**src/rtl/tx_uart_fifo_if.sv**
```systemverilog
// Byte-push handshake between a producer and the buffered UART transmitter.
// A push happens on a clock edge where i_valid && o_ready.
interface tx_uart_fifo_if #(
  parameter int NB_DATA = 8
);
  logic [NB_DATA-1:0] i_data;
  logic               i_valid;
  logic               o_ready;

  modport master (output i_data, output i_valid, input o_ready);
  modport slave  (input i_data, input i_valid, output o_ready);
endinterface

```
**src/rtl/tx_uart_fifo.sv**
```systemverilog
// Buffered UART transmitter: a small FIFO feeding a start/data/[parity]/stop serialiser.
// Define UART_PARITY_EN to compile in the parity bit; the default build has no parity.
module tx_uart_fifo #(
  parameter int NB_DATA    = 8,
  parameter int OVERSAMPLE = 16,
  parameter int N_STOP     = 1,
  parameter int PARITY_ODD = 0,
  parameter int FIFO_DEPTH = 4
) (
  input  logic                             i_clock,
  input  logic                             i_reset,
  input  logic                             i_s_tick,
  tx_uart_fifo_if.slave                    bus,
  output logic                             o_tx,
  output logic                             o_tx_done_tick,
  output logic                             o_busy,
  output logic [$clog2(FIFO_DEPTH):0]      o_fifo_count
);

  localparam int NB_ADDR = $clog2(FIFO_DEPTH);
  localparam int NB_TICK = $clog2(N_STOP * OVERSAMPLE);
  localparam int NB_IDX  = $clog2(NB_DATA);

  localparam logic [NB_TICK-1:0] TICK_BIT_LAST  = NB_TICK'(OVERSAMPLE - 1);
  localparam logic [NB_TICK-1:0] TICK_STOP_LAST = NB_TICK'(N_STOP * OVERSAMPLE - 1);
  localparam logic [NB_IDX-1:0]  IDX_LAST       = NB_IDX'(NB_DATA - 1);
  localparam logic [NB_ADDR:0]   COUNT_FULL     = (NB_ADDR + 1)'(FIFO_DEPTH);

  if (NB_DATA < 5 || NB_DATA > 9 || (N_STOP != 1 && N_STOP != 2) ||
      PARITY_ODD < 0 || PARITY_ODD > 1 || FIFO_DEPTH < 2 ||
      (FIFO_DEPTH & (FIFO_DEPTH - 1)) != 0) begin : g_bad_param
    $error("tx_uart_fifo: illegal parameter combination");
  end

  // state  | meaning
  // IDLE   | line high, waiting for a queued byte
  // START  | start bit (low)
  // DATA   | data bits, LSB first
  // PARITY | parity bit (only with UART_PARITY_EN)
  // STOP   | stop bit(s), done pulse on the last tick
  typedef enum logic [2:0] {
    ST_IDLE   = 3'd0,
    ST_START  = 3'd1,
    ST_DATA   = 3'd2,
`ifdef UART_PARITY_EN
    ST_PARITY = 3'd3,
`endif
    ST_STOP   = 3'd4
  } state_t;

  logic [NB_DATA-1:0] mem_q [FIFO_DEPTH];
  logic [NB_ADDR-1:0] wr_ptr_q, rd_ptr_q;
  logic [NB_ADDR:0]   count_q;
  logic               push, pop;

  state_t             state_q, state_d;
  logic [NB_TICK-1:0] tick_q, tick_d;
  logic [NB_IDX-1:0]  idx_q, idx_d;
  logic [NB_DATA-1:0] shreg_q, shreg_d;
  logic               tx_q, tx_d;
  logic               done_q, done_d;
`ifdef UART_PARITY_EN
  logic               parity_q, parity_d;
`endif

  assign bus.o_ready = (count_q != COUNT_FULL);
  assign push        = bus.i_valid && bus.o_ready;
  assign pop         = (state_q == ST_IDLE) && (count_q != '0);

  always_ff @(posedge i_clock) begin
    if (push) mem_q[wr_ptr_q] <= bus.i_data;
  end

  always_ff @(posedge i_clock or posedge i_reset) begin
    if (i_reset) begin
      wr_ptr_q <= '0;
      rd_ptr_q <= '0;
      count_q  <= '0;
    end else begin
      if (push) wr_ptr_q <= wr_ptr_q + 1'b1;
      if (pop)  rd_ptr_q <= rd_ptr_q + 1'b1;
      case ({push, pop})
        2'b10:   count_q <= count_q + 1'b1;
        2'b01:   count_q <= count_q - 1'b1;
        default: count_q <= count_q;
      endcase
    end
  end

  always_ff @(posedge i_clock or posedge i_reset) begin
    if (i_reset) begin
      state_q  <= ST_IDLE;
      tick_q   <= '0;
      idx_q    <= '0;
      shreg_q  <= '0;
      tx_q     <= 1'b1;
      done_q   <= 1'b0;
`ifdef UART_PARITY_EN
      parity_q <= 1'b0;
`endif
    end else begin
      state_q  <= state_d;
      tick_q   <= tick_d;
      idx_q    <= idx_d;
      shreg_q  <= shreg_d;
      tx_q     <= tx_d;
      done_q   <= done_d;
`ifdef UART_PARITY_EN
      parity_q <= parity_d;
`endif
    end
  end

  // tx_d carries the level of the state being entered so the line stays registered.
  always_comb begin
    state_d  = state_q;
    tick_d   = tick_q;
    idx_d    = idx_q;
    shreg_d  = shreg_q;
    tx_d     = tx_q;
    done_d   = 1'b0;
`ifdef UART_PARITY_EN
    parity_d = parity_q;
`endif
    case (state_q)
      ST_IDLE: begin
        tx_d = 1'b1;
        if (pop) begin
          state_d  = ST_START;
          tx_d     = 1'b0;
          tick_d   = '0;
          shreg_d  = mem_q[rd_ptr_q];
`ifdef UART_PARITY_EN
          parity_d = (^mem_q[rd_ptr_q]) ^ (PARITY_ODD != 0);
`endif
        end
      end
      ST_START: begin
        if (i_s_tick) begin
          if (tick_q == TICK_BIT_LAST) begin
            state_d = ST_DATA;
            tick_d  = '0;
            idx_d   = '0;
            tx_d    = shreg_q[0];
          end else begin
            tick_d = tick_q + 1'b1;
          end
        end
      end
      ST_DATA: begin
        if (i_s_tick) begin
          if (tick_q == TICK_BIT_LAST) begin
            tick_d = '0;
            if (idx_q == IDX_LAST) begin
`ifdef UART_PARITY_EN
              state_d = ST_PARITY;
              tx_d    = parity_q;
`else
              state_d = ST_STOP;
              tx_d    = 1'b1;
`endif
            end else begin
              shreg_d = shreg_q >> 1;
              idx_d   = idx_q + 1'b1;
              tx_d    = shreg_q[1];
            end
          end else begin
            tick_d = tick_q + 1'b1;
          end
        end
      end
`ifdef UART_PARITY_EN
      ST_PARITY: begin
        if (i_s_tick) begin
          if (tick_q == TICK_BIT_LAST) begin
            state_d = ST_STOP;
            tick_d  = '0;
            tx_d    = 1'b1;
          end else begin
            tick_d = tick_q + 1'b1;
          end
        end
      end
`endif
      ST_STOP: begin
        if (i_s_tick) begin
          if (tick_q == TICK_STOP_LAST) begin
            state_d = ST_IDLE;
            tick_d  = '0;
            done_d  = 1'b1;
          end else begin
            tick_d = tick_q + 1'b1;
          end
        end
      end
      default: state_d = ST_IDLE;
    endcase
  end

  assign o_tx           = tx_q;
  assign o_tx_done_tick = done_q;
  assign o_busy         = (state_q != ST_IDLE);
  assign o_fifo_count   = count_q;

endmodule

```
**src/flat_wrapper.sv**
```systemverilog
// flat-port wrapper written by rule: the top's interface ports become plain ports
module tx_uart_fifo_flat 
#(
  parameter int NB_DATA    = 8,
  parameter int OVERSAMPLE = 16,
  parameter int N_STOP     = 1,
  parameter int PARITY_ODD = 0,
  parameter int FIFO_DEPTH = 4
)
  (i_clock, i_reset, i_s_tick, o_tx, o_tx_done_tick, o_busy, o_fifo_count, bus_i_data, bus_i_valid, bus_o_ready);
  tx_uart_fifo_if #(.NB_DATA(NB_DATA)) bus_i ();
  input  logic i_clock;
  input  logic i_reset;
  input  logic i_s_tick;
  output logic o_tx;
  output logic o_tx_done_tick;
  output logic o_busy;
  output logic [$clog2(FIFO_DEPTH):0] o_fifo_count;
  input wire logic [$bits(bus_i.i_data)-1:0] bus_i_data;
  input wire logic [$bits(bus_i.i_valid)-1:0] bus_i_valid;
  output wire logic [$bits(bus_i.o_ready)-1:0] bus_o_ready;
  assign bus_i.i_data = bus_i_data;
  assign bus_i.i_valid = bus_i_valid;
  assign bus_o_ready = bus_i.o_ready;
  tx_uart_fifo #(.NB_DATA(NB_DATA), .OVERSAMPLE(OVERSAMPLE), .N_STOP(N_STOP), .PARITY_ODD(PARITY_ODD), .FIFO_DEPTH(FIFO_DEPTH)) u_core (.i_clock(i_clock), .i_reset(i_reset), .i_s_tick(i_s_tick), .bus(bus_i), .o_tx(o_tx), .o_tx_done_tick(o_tx_done_tick), .o_busy(o_busy), .o_fifo_count(o_fifo_count));
endmodule
```
**config.mk**
```make
export PLATFORM = sky130hd
export DESIGN_NAME = tx_uart_fifo_flat
export DESIGN_NICKNAME = d
export VERILOG_FILES = /design/src/rtl/tx_uart_fifo_if.sv /design/src/rtl/tx_uart_fifo.sv /design/src/flat_wrapper.sv
export SDC_FILE = /design/constraint.sdc
export NUM_CORES = 1
export LEC_CHECK = 0
export ABC_CLOCK_PERIOD_IN_PS = 3500
export CAP_MARGIN = 20
export CORE_UTILIZATION = 45
export DETAILED_ROUTE_END_ITERATION = 7
export DONT_BUFFER_PORTS = 1
export HOLD_SLACK_MARGIN = 0.1
export SYNTH_ARGS = -nofsm -noshare
export SYNTH_HDL_FRONTEND = slang
export SYNTH_SLANG_ARGS = --single-unit
```
**constraint.sdc**
```tcl
create_clock -name i_clock -period 3.5 [get_ports i_clock]
set_input_delay 0.7 -clock i_clock [delete_from_list [all_inputs] [get_ports i_clock]]
set_output_delay 0.7 -clock i_clock [all_outputs]
set_load 0.005 [all_outputs]
```
==> key figures, run 1 <==
Timing
  • Final worst path period share: between 70% and 80%
  • Unrepaired setup endpoints after global routing: false
  • Highest achievable clock rate: between 0.3 and 0.4 GHz
  • Max-slew headroom: roughly three fifths
  • Hold_ws: around 0.31 ns
  • Slew @ Worst Pin: roughly 0.60 ns
  • Finish-stage setup viols: 0
  • Slew Limit Fails: 0
  • Setup TNS: 0 ns
  • Final hold violations: 0
  • Post-layout min period: between 2 and 3 ns
  • Final Skew: 0.00882 ns

Setup path
  • Levels on crit path: 9
  • Worst Path Max Fanout: 11
  • Crit-path cells: or3_4 -> or2_1 -> inv_2 -> ha_1 -> inv_1 -> fa_1 -> xor2_1 -> nor2_1 -> xor2_1
  • Worst R2R Start: u_core.state_q[2]
  • R2r setup slk: 0.84 ns
  • Kind of critical path: reg2reg
  • CP bufs+invs: 2
  • Worst r2r path cells: 9
  • Worst path max stage delay: roughly 0.47 ns
  • CP dominant cell by count: xor2_1
  • CP top delay family: simple AND/OR/NAND/NOR gates
  • CP Launch Type: flip-flop
  • Worst-path cell with the longest stage delay: dfrtp_1
  • Reg2Reg Capture Point: u_core.o_fifo_count[2]
  • Worst EP arrival: 2.92 ns
  • Worst setup EP type: flip-flop
  • WP data required: 3.76 ns

Finish
  • Fillers: 486
  • # nets final: roughly 210
  • Most common cell after layout, fill and taps aside: edfxtp_1
  • Ant diodes: 0
  • Ratio of cells with drive above 1 in the final layout: between 10% and 20%
  • Post-route cell area: between 2000 and 3000 um^2
  • Area grow syn2layout: 8.61%
  • Util after Layout: 51.3%
  • Commonest cells after routing, fill and taps aside: 32 x edfxtp_1, 26 x dfrtp_1, 16 x inv_1

Routing
  • Via Count: around 1500
  • Via density: 5.56
  • 1st-pass router iterations: 4
  • # DRC: 0
  • Post-Route WL: 4510 um
  • Routed length per instance: between 15 and 20 um
  • 1st-iter DRT viols: 60
  • ANT nets after route: 0

Yosys
  • Syn Nets: 209
  • Ys Warns: 0
  • Post-Syn Instances: approximately 190
  • Top cell type's share of synthesized area: 36.7%
  • Ys flop type: edfxtp_1
  • Syn avg cell area: between 10 and 15 um^2
  • Leading area contributor after synthesis: edfxtp_1
  • Ys async rst share: a little under half
  • Number of enable flip-flop cells after synthesis: 32
  • Synth area leaders: edfxtp_1 37%, dfrtp_1 25%, mux4_2 6.9%
  • Yosys reg bits: a little under 60
  • Cell variety after synth: 47
  • Syn Std Cell Area: ~2600 um^2
  • Register area share after synthesis: 62.6%

GRT
  • Remaining global-route overflow: 0
  • Vias in the first global route: about 1600
  • Largest net degree at the start of global routing: 28
  • Antenna violations before repair: 0
  • Total Routing Usage GR: approximately 17%
  • First-pass GRT wire length: 7570 um

Clock tree
  • CTS H-tree lvls: 3
  • Clock tree buffer depth: 2
  • Root Buffer Master: clkbuf_8
  • Worst-path clk slew: ~0.070 ns
  • Post-cts resize count: 0
  • CTS tree: yes
  • Sink Count: 59
  • Clock latency on the worst-skew pair: roughly 0.34 ns
  • Hold Buf Count CTS: 0
  • Setup Buffers After CTS: 0
  • Cts bufs inserted: 9

Die
  • Initial Util: 47.2%
  • Die area: ~6100 um^2
  • Cell Rows: 27
  • DIE HEIGHT: around 78 um
  • Core region area: 5540 um^2
  • Die W: roughly 78 um
  • I/O pin cnt: 19

Run status
  • Status: completed

Placement
  • GPL Wtd Cong: 0.836
  • I/O Buffers: 0
  • HPWL Detailed: between 3000 and 4000 um
  • Placed instance area: between 2000 and 3000 um^2

Power
  • Power per cell area: approximately 800 nW/um^2
  • Leak Pwr: around 0.0011 uW
  • VDD IR max: approximately 370 uV
  • Overall power: 2340 uW

Job
  • Max_cap viols: 0

Min path
  • Worst hold-check path type: in2async
-- report_power, final --
| group | total [uW] | leakage [uW] | switching [uW] | internal [uW] |
|---|---|---|---|---|
| clock | 524 | 0.0000803 | 268 | 256 |
| sequential | 1130 | 0.000616 | 182 | 952 |
| combinational | 681 | 0.000418 | 338 | 344 |
-- cell families after synthesis --
kind of cell             share of synthesized area (%)
AO/OA/AOI/OAI                                     10.1
XOR/XNOR                                          2.34
adder cells (fa/ha/maj)                           4.59
buffers and inverters                             4.31
flip-flops                                        62.6
multiplexers                                      7.70
AND/OR/NAND/NOR                                   8.28
-- per-layer routing --
metal  global-route usage, %  vias up  wire (um)
met1                    19.1      724       1820
met4                    7.78        0         94
met2                    28.0       52       2310
li1                        -      707          -
met5                       0        -          0
met3                    8.02       12        294
-- worst reg2reg max path, cell delays in order, from the launching register on --
cell and delay [ns]:
dfrtp_1 0.47, or3_4 0.45, or2_1 0.40, inv_2 0.19, ha_1 0.20, inv_1 0.06
fa_1 0.38, xor2_1 0.15, nor2_1 0.11, xor2_1 0.17
-- final cells by class --
cell class | instances | area, um^2 | area share, %
well taps | 72 | 90.1 | 3.17
clock buffers | 10 | 128 | 4.49
repair buffers | 1 | 15.0 | 0.529
multi-input cells | 104 | 865 | 30.4
flip-flops and latches | 59 | 1640 | 57.7
inverters | 17 | 63.8 | 2.25
clock inverters | 6 | 41.3 | 1.45
-- cells in the mapped netlist, types with 3 or more instances --
library cell,number
ha_1,8
a22o_1,4
buf_2,3
xnor2_1,4
inv_1,16
and3_1,4
edfxtp_1,32
xor2_1,3
a21oi_1,13
nor3_1,3
o22ai_1,7
o21ai_0,4
dfrtp_1,26
nor2_1,5
nand2_1,9
mux4_2,8
-- registers in the layout, indices dropped and copies added (netlist names) --
| name | flops |
|---|---|
| u_core.mem_q | 32 |
| u_core.shreg_q | 8 |
| u_core.tick_q | 4 |
| u_core.idx_q | 3 |
| u_core.o_fifo_count | 3 |
| u_core.state_q | 3 |
| u_core.rd_ptr_q | 2 |
| u_core.wr_ptr_q | 2 |
| u_core.o_tx | 1 |
| u_core.o_tx_done_tick | 1 |
-- metrics by stage --
step | cells | worst slack (ns)
after floorplan | 188 | 1.12
after global placement | 252 | 0.980
after detailed placement | 252 | 0.865
after CTS | 268 | 0.833
after global routing | 269 | 0.743
final | 269 | 0.836
-- how the worst max path moves through the flow --
stage / to / startpoint
after floorplan: u_core.o_fifo_count[2] / u_core.state_q[2]
after global placement: u_core.o_fifo_count[2] / u_core.state_q[2]
after detailed placement: u_core.o_fifo_count[2] / u_core.state_q[2]
after CTS: u_core.o_fifo_count[2] / u_core.state_q[2]
after global routing: u_core.o_fifo_count[2] / u_core.state_q[2]
final: u_core.o_fifo_count[2] / u_core.state_q[2]
Power figures use the tool's default switching activity.
==> run 2: changes to the inputs <==
--- a/config.mk
+++ b/config.mk
@@ -5,7 +5,8 @@
 export SDC_FILE = /design/constraint.sdc
 export NUM_CORES = 1
 export LEC_CHECK = 0
-export ABC_CLOCK_PERIOD_IN_PS = 3500
+export ABC_AREA = 1
+export ABC_CLOCK_PERIOD_IN_PS = 2760
 export CAP_MARGIN = 20
 export CORE_UTILIZATION = 45
 export DETAILED_ROUTE_END_ITERATION = 7
==> constraint.sdc (replaced) <==
create_clock -name i_clock -period 2.76 [get_ports i_clock]
set_input_delay 0.552 -clock i_clock [delete_from_list [all_inputs] [get_ports i_clock]]
set_output_delay 0.552 -clock i_clock [all_outputs]
set_load 0.005 [all_outputs]
==> run 2 against run 1 <==
Cell area increased by 11%. Routed wire length increased by 16%. Clock skew about the same.
==> key figures, run 2 <==
Run status
  • Status: completed

Die
  • I/O pin cnt: 19
  • Die area: ~6700 um^2
  • DIE HEIGHT: approximately 82 um
  • Die W: roughly 80 um
  • Initial Util: 47.3%
  • Cell Rows: 28
  • Core region area: 6030 um^2

Setup path
  • Worst path max stage delay: roughly 0.43 ns
  • Worst R2R Start: u_core.state_q[1]
  • Worst Setup SP: u_core.state_q[1]
  • Worst EP arrival: 2.45 ns
  • Worst setup EP type: flip-flop
  • Crit-path cells: inv_2 -> nand2_1 -> nor2_1 -> nand2_2 -> inv_2 -> ha_1 -> inv_1 -> fa_1 -> a21oi_1 -> o21ai_0 -> xor2_1
  • Worst Path Max Fanout: 11
  • Worst-path cell with the longest stage delay: dfrtp_1
  • WP data required: a little under 3 ns
  • CP dominant cell by count: inv_2
  • CP top delay family: adder cells
  • CP Launch Type: flip-flop
  • CP bufs+invs: 3
  • Kind of critical path: reg2reg

Placement
  • I/O Buffers: 0
  • HPWL Detailed: approximately 3600 um
  • GPL Wtd Cong: 0.776

GRT
  • Met3 Use GR: under 10%
  • Vias in the first global route: ~1900
  • First-pass GRT wire length: about 9200 um
  • Total Routing Usage GR: a little under a fifth
  • Met1 Use GR: between 20% and 30%
  • Antenna violations before repair: 0
  • Remaining global-route overflow: 0
  • Largest net degree at the start of global routing: 28
  • Met2 track demand over resource: just under 30%
  • Most Used Layer, Global Route: met2

Clock tree
  • Setup Buffers After CTS: 0
  • Clock tree buffer depth: 2
  • Root Buffer Master: clkbuf_8
  • Sink Count: a little under 60
  • Worst-path clk slew: around 0.070 ns
  • CTS H-tree lvls: 3
  • Clock latency on the worst-skew pair: ~0.33 ns
  • Post-cts resize count: 0
  • Hold Buf Count CTS: 0
  • Cts bufs inserted: 9
  • CTS tree: yes

Yosys
  • Most frequent cells after synthesis: 111 x nand2_1, 36 x nand3_1, 32 x edfxtp_1
  • Number of enable flip-flop cells after synthesis: 32
  • Synth area leaders: edfxtp_1 34%, dfrtp_1 23%, nand2_1 15%
  • Ys flop type: edfxtp_1
  • Syn Std Cell Area: 2850 um^2
  • Top cell type's share of synthesized area: roughly 34%
  • Ys Warns: 0
  • Yosys reg bits: approximately 60
  • Cell variety after synth: 29
  • Leading area contributor after synthesis: edfxtp_1
  • Most numerous cell in the Yosys netlist: nand2_1
  • Register area share after synthesis: a little under three fifths
  • Post-Syn Instances: 300
  • Ys async rst share: a little under half
  • Syn Nets: 321
  • Syn avg cell area: around 9.5 um^2

Timing
  • Final worst path period share: 80.9%
  • Unrepaired setup endpoints after global routing: false
  • Max-slew headroom: 68.3%
  • Finish-stage setup viols: 0
  • Final hold violations: 0
  • Slew Limit Fails: 0
  • Post-layout min period: roughly 2.2 ns
  • Highest achievable clock rate: about 0.45 GHz
  • Setup TNS: 0 ns
  • Final Skew: slightly above 0.009 ns
  • Slew @ Worst Pin: 0.476 ns

Finish
  • Commonest cells after routing, fill and taps aside: 111 x nand2_1, 36 x nand3_1, 32 x edfxtp_1
  • Most flops, register: u_core.mem_q
  • Max reg flops: 32
  • Largest registers: u_core.mem_q (32), u_core.shreg_q (8), u_core.tick_q (4)
  • Most common cell after layout, fill and taps aside: nand2_1
  • Ratio of cells with drive above 1 in the final layout: around 14%
  • Ant diodes: 0
  • Fillers: 560
  • Area grow syn2layout: 10.9%
  • Util after Layout: a little over half
  • # nets final: between 300 and 400

Routing
  • Post-Route WL: 5220 um
  • Via Count: 1904
  • 1st-pass router iterations: 5
  • 1st-iter DRT viols: between 100 and 150
  • Via density: roughly 4.9
  • Routed length per instance: around 13 um
  • ANT nets after route: 0
  • # DRC: 0

Power
  • Part of the power in registers: between 30% and 40%
  • Overall power: 3510 uW
  • Leak Pwr: around 0.0015 uW
  • Comb pwr share: 36.8%
  • Net Switching: around 1400 uW
  • VDD IR max: around 620 uV
  • Clk network pwr share: between 20 and 25%
  • Power per cell area: around 1100 nW/um^2
  • P_int: around 2100 uW
  • Sw frac: a little under 40%

Job
  • Max_cap viols: 0

Min path
  • Worst hold-check path type: in2async
run 2: power by group through the flow:
stage | combinational (uW) | sequential [uW] | clock, uW
floorplan | 1080 | 1320 | 0
global placement | 1280 | 1370 | 0
detailed placement | 1310 | 1380 | 0
CTS | 1320 | 1370 | 869
global route | 1520 | 1400 | 913
finish | 1290 | 1360 | 852
run 2: layout make-up:
type	instances	area, um^2	share of cell area [%]
well taps	75	93.8	2.97
inverters	35	131	4.16
clock buffers	9	124	3.92
repair buffers	6	45.0	1.43
clock inverters	7	92.6	2.93
multi-input cells	200	1030	32.7
flip-flops and latches	59	1640	51.9
run 2: per-layer routing:
layer / part of all wire (%) / vias to the layer above
met3: 3.7 / 2
li1: - / 979
met2: 49 / 29
met4: 0.61 / 0
met1: 47 / 894
met5: 0 / -
run 2: kinds of logic (layout without fill, tap and decap cells):
kind of cell    Yosys count  count (layout)  share of synthesized area, %
compound gates            7               7                          1.63
xor+xnor                  5               5                          1.80
fa+ha+maj                 9               9                          4.22
buf+inv                  41              57                          6.20
flops                    59              59                          57.5
simple gates            179             179                          28.6
run 2: metrics by stage:
| step | hold slack, ns | instances | worst slack [ns] | area [um^2] |
|---|---|---|---|---|
| floorplan | 0.442 | 300 | 0.738 | 2850 |
| global placement | 0.454 | 375 | 0.605 | 2940 |
| detailed placement | 0.466 | 375 | 0.524 | 2940 |
| CTS | 0.166 | 391 | 0.524 | 3160 |
| global route | 0.187 | 391 | 0.173 | 3160 |
| finish | 0.165 | 391 | 0.527 | 3160 |
run 2: final timing paths:
check                                         endpoint  slack [ns]  cells past startpoint
worst max register to register  u_core.o_fifo_count[2]        0.53                     11
max in group asynchronous                  u_core.o_tx        2.30                      2
worst min-delay path                   u_core.idx_q[1]        0.17                      2
worst min register to register       u_core.shreg_q[7]        0.48                      2
min in group i_clock                u_core.mem_q[0][5]        0.31                      0
worst max-delay path            u_core.o_fifo_count[2]        0.53                     11
==> run 3: changes to the inputs <==
--- a/config.mk
+++ b/config.mk
@@ -6,7 +6,7 @@
 export NUM_CORES = 1
 export LEC_CHECK = 0
 export ABC_AREA = 1
-export ABC_CLOCK_PERIOD_IN_PS = 2760
+export ABC_CLOCK_PERIOD_IN_PS = 1900
 export CAP_MARGIN = 20
 export CORE_UTILIZATION = 45
 export DETAILED_ROUTE_END_ITERATION = 7
==> constraint.sdc (replaced) <==
create_clock -name i_clock -period 1.9 [get_ports i_clock]
set_input_delay 0.38 -clock i_clock [delete_from_list [all_inputs] [get_ports i_clock]]
set_output_delay 0.38 -clock i_clock [all_outputs]
set_load 0.005 [all_outputs]
==> run 3 against run 2 <==
Core utilization grew 1.5 points. Sequential power is 42% higher. Fmax grew 24%. Via count is 2.7% higher. First-iteration DRC count fell by 29%. Cell count grew 3.1%. Routed wire length grew 6.1%. Critical path depth did not move.
==> key figures, run 3 (synthesis results as in run 2) <==
Run status
  • Status: completed

Routing
  • 1st-pass router iterations: 4
  • # DRC: 0
  • Post-Route WL: between 5000 and 6000 um
  • Routed length per instance: around 14 um
  • ANT nets after route: 0
  • 1st-iter DRT viols: about 70
  • Via density: between 4 and 5
  • Via Count: roughly 2000

Power
  • Part of the power in registers: between 30% and 40%
  • Clk network pwr share: between 20% and 30%
  • Sw frac: approximately 41%
  • Power per cell area: 1600 nW/um^2
  • VDD IR max: 1010 uV
  • Leak Pwr: between 0.0015 and 0.002 uW
  • Net Switching: approximately 2100 uW
  • Comb pwr share: a little over two fifths
  • P_int: slightly above 3000 uW

Timing
  • Unrepaired setup endpoints after global routing: true
  • Slew Limit Fails: 0
  • Final hold violations: 0
  • Highest achievable clock rate: approximately 0.55 GHz
  • Slew @ Worst Pin: ~0.37 ns
  • Setup TNS: 0 ns
  • Final worst path period share: between 90% and 100%
  • Final worst slack: 0.0947 ns
  • Post-layout min period: 1.81 ns
  • Finish-stage setup viols: 0
  • Max-slew headroom: approximately three quarters
  • Final Skew: between 0.01 and 0.015 ns

Finish
  • Commonest cells after routing, fill and taps aside: 110 x nand2_1, 35 x nand3_1, 32 x edfxtp_1
  • Ratio of cells with drive above 1 in the final layout: roughly a fifth
  • Most common cell after layout, fill and taps aside: nand2_1
  • Ant diodes: 0
  • Most flops, register: u_core.mem_q
  • Max reg flops: 32
  • Area grow syn2layout: 14.0%
  • # nets final: around 340
  • Largest registers: u_core.mem_q (32), u_core.shreg_q (8), u_core.tick_q (4)

Die
  • Initial Util: 47.3%
  • DIE HEIGHT: between 80 and 90 um
  • Die area: 6650 um^2
  • Core region area: 6030 um^2
  • I/O pin cnt: 19
  • Die W: between 80 and 90 um
  • Cell Rows: 28

Clock tree
  • Cts bufs inserted: 9
  • CTS tree: yes
  • Worst-path clk slew: ~0.08 ns
  • CTS H-tree lvls: 3
  • Clock tree buffer depth: 2
  • Clock latency on the worst-skew pair: 0.35 ns
  • Root Buffer Master: clkbuf_8
  • Sink Count: 59

Placement
  • HPWL Detailed: approximately 3800 um
  • GPL Wtd Cong: 0.729
  • I/O Buffers: 0
  • Place WS: a little under 0.04 ns

GRT
  • First-pass GRT wire length: slightly above 9000 um
  • Remaining global-route overflow: 0
  • Vias in the first global route: about 1900
  • Total Routing Usage GR: 19.4%
  • Antenna violations before repair: 0
  • Largest net degree at the start of global routing: 28

Setup path
  • CP dominant cell by count: inv_2
  • CP bufs+invs: 3
  • Crit-path cells: inv_2 -> nand2_1 -> nor2_2 -> nand2_2 -> inv_4 -> ha_4 -> inv_2 -> fa_2 -> a21oi_1 -> o21ai_1 -> xor2_1
  • Worst path max stage delay: roughly 0.42 ns
  • Worst setup EP type: flip-flop
  • Kind of critical path: reg2reg
  • WP data required: 2.13 ns
  • Worst Path Max Fanout: 3
  • Worst-path cell with the longest stage delay: dfrtp_1
  • Worst EP arrival: 2.03 ns
  • CP Launch Type: flip-flop
  • CP top delay family: adder cells

Min path
  • Worst hold-check path type: in2reg

Job
  • Max_cap viols: 0
[run 3: cell count changes in the layout (fill, tap and decap cells not counted), moves of 2 or more]
| cell | change |
|---|---|
| inv_6 | +3 |
| clkinv_4 | +2 |
| inv_2 | +2 |
| bufinv_16 | -2 |
| inv_1 | -3 |
| buf_4 | +11 |
[run 3: metal layers]
metal  routed length (um)  global-route usage [%]
met5                    0                       0
met1                 2690                    25.7
met4                  123                    10.2
met2                 2530                    29.8
met3                  194                    4.11
[run 3: metrics by stage]
step	utilization (%)	hold WS [ns]	total power [uW]	instances	cell area (um^2)
detailed placement	50.4	0.357	4140	385	3040
floorplan	-	0.432	3530	300	2870
finish	53.9	0.119	5180	403	3250
CTS	53.6	0.110	5220	402	3230
global route	53.9	0.109	5590	403	3250
global placement	50.4	0.360	4070	385	3040
[run 3: worst paths after layout]
path | from | end | slack, ns | cells after the start
setup / recovery | u_core.state_q[2] | u_core.o_fifo_count[2] | 0.09 | 11
min in group asynchronous | i_reset | u_core.state_q[1] | 0.54 | 3
setup reg to reg | u_core.state_q[2] | u_core.o_fifo_count[2] | 0.09 | 11
hold reg to reg | u_core.shreg_q[7] | u_core.shreg_q[7] | 0.47 | 2
max in group asynchronous | i_reset | u_core.o_tx | 1.04 | 3
hold / removal | bus_i_data[5] | u_core.mem_q[1][5] | 0.12 | 0
[run 3: area by class of cell]
cell class | count | area [um^2]
Multi-Input combinational cell | 200 | 1060
Clock inverter | 7 | 60.1
Sequential cell | 59 | 1640
Tap cell | 75 | 93.8
Clock buffer | 9 | 124
Fill cell | 563 | 2780
Inverter | 35 | 134
Timing Repair Buffer | 18 | 138
[run 3: power groups by stage]
stage          clock network, uW  logic [uW]  registers [uW]
2_1_floorplan                  0        1620            1910
3_3_place_gp                   0        2130            1940
3_5_place_dp                   0        2190            1950
4_1_cts                     1090        2200            1930
5_1_grt                     1140        2480            1970
6_report                    1070        2190            1930
[run 3: repair_timing]
action | in CTS | in global routing
endpoints found under the setup margin | 0 | 2
hold buffers | 1 | 0
hold endpoints to repair | 26 | 0
buffers inserted | 0 | 1
resized for setup | 0 | 4
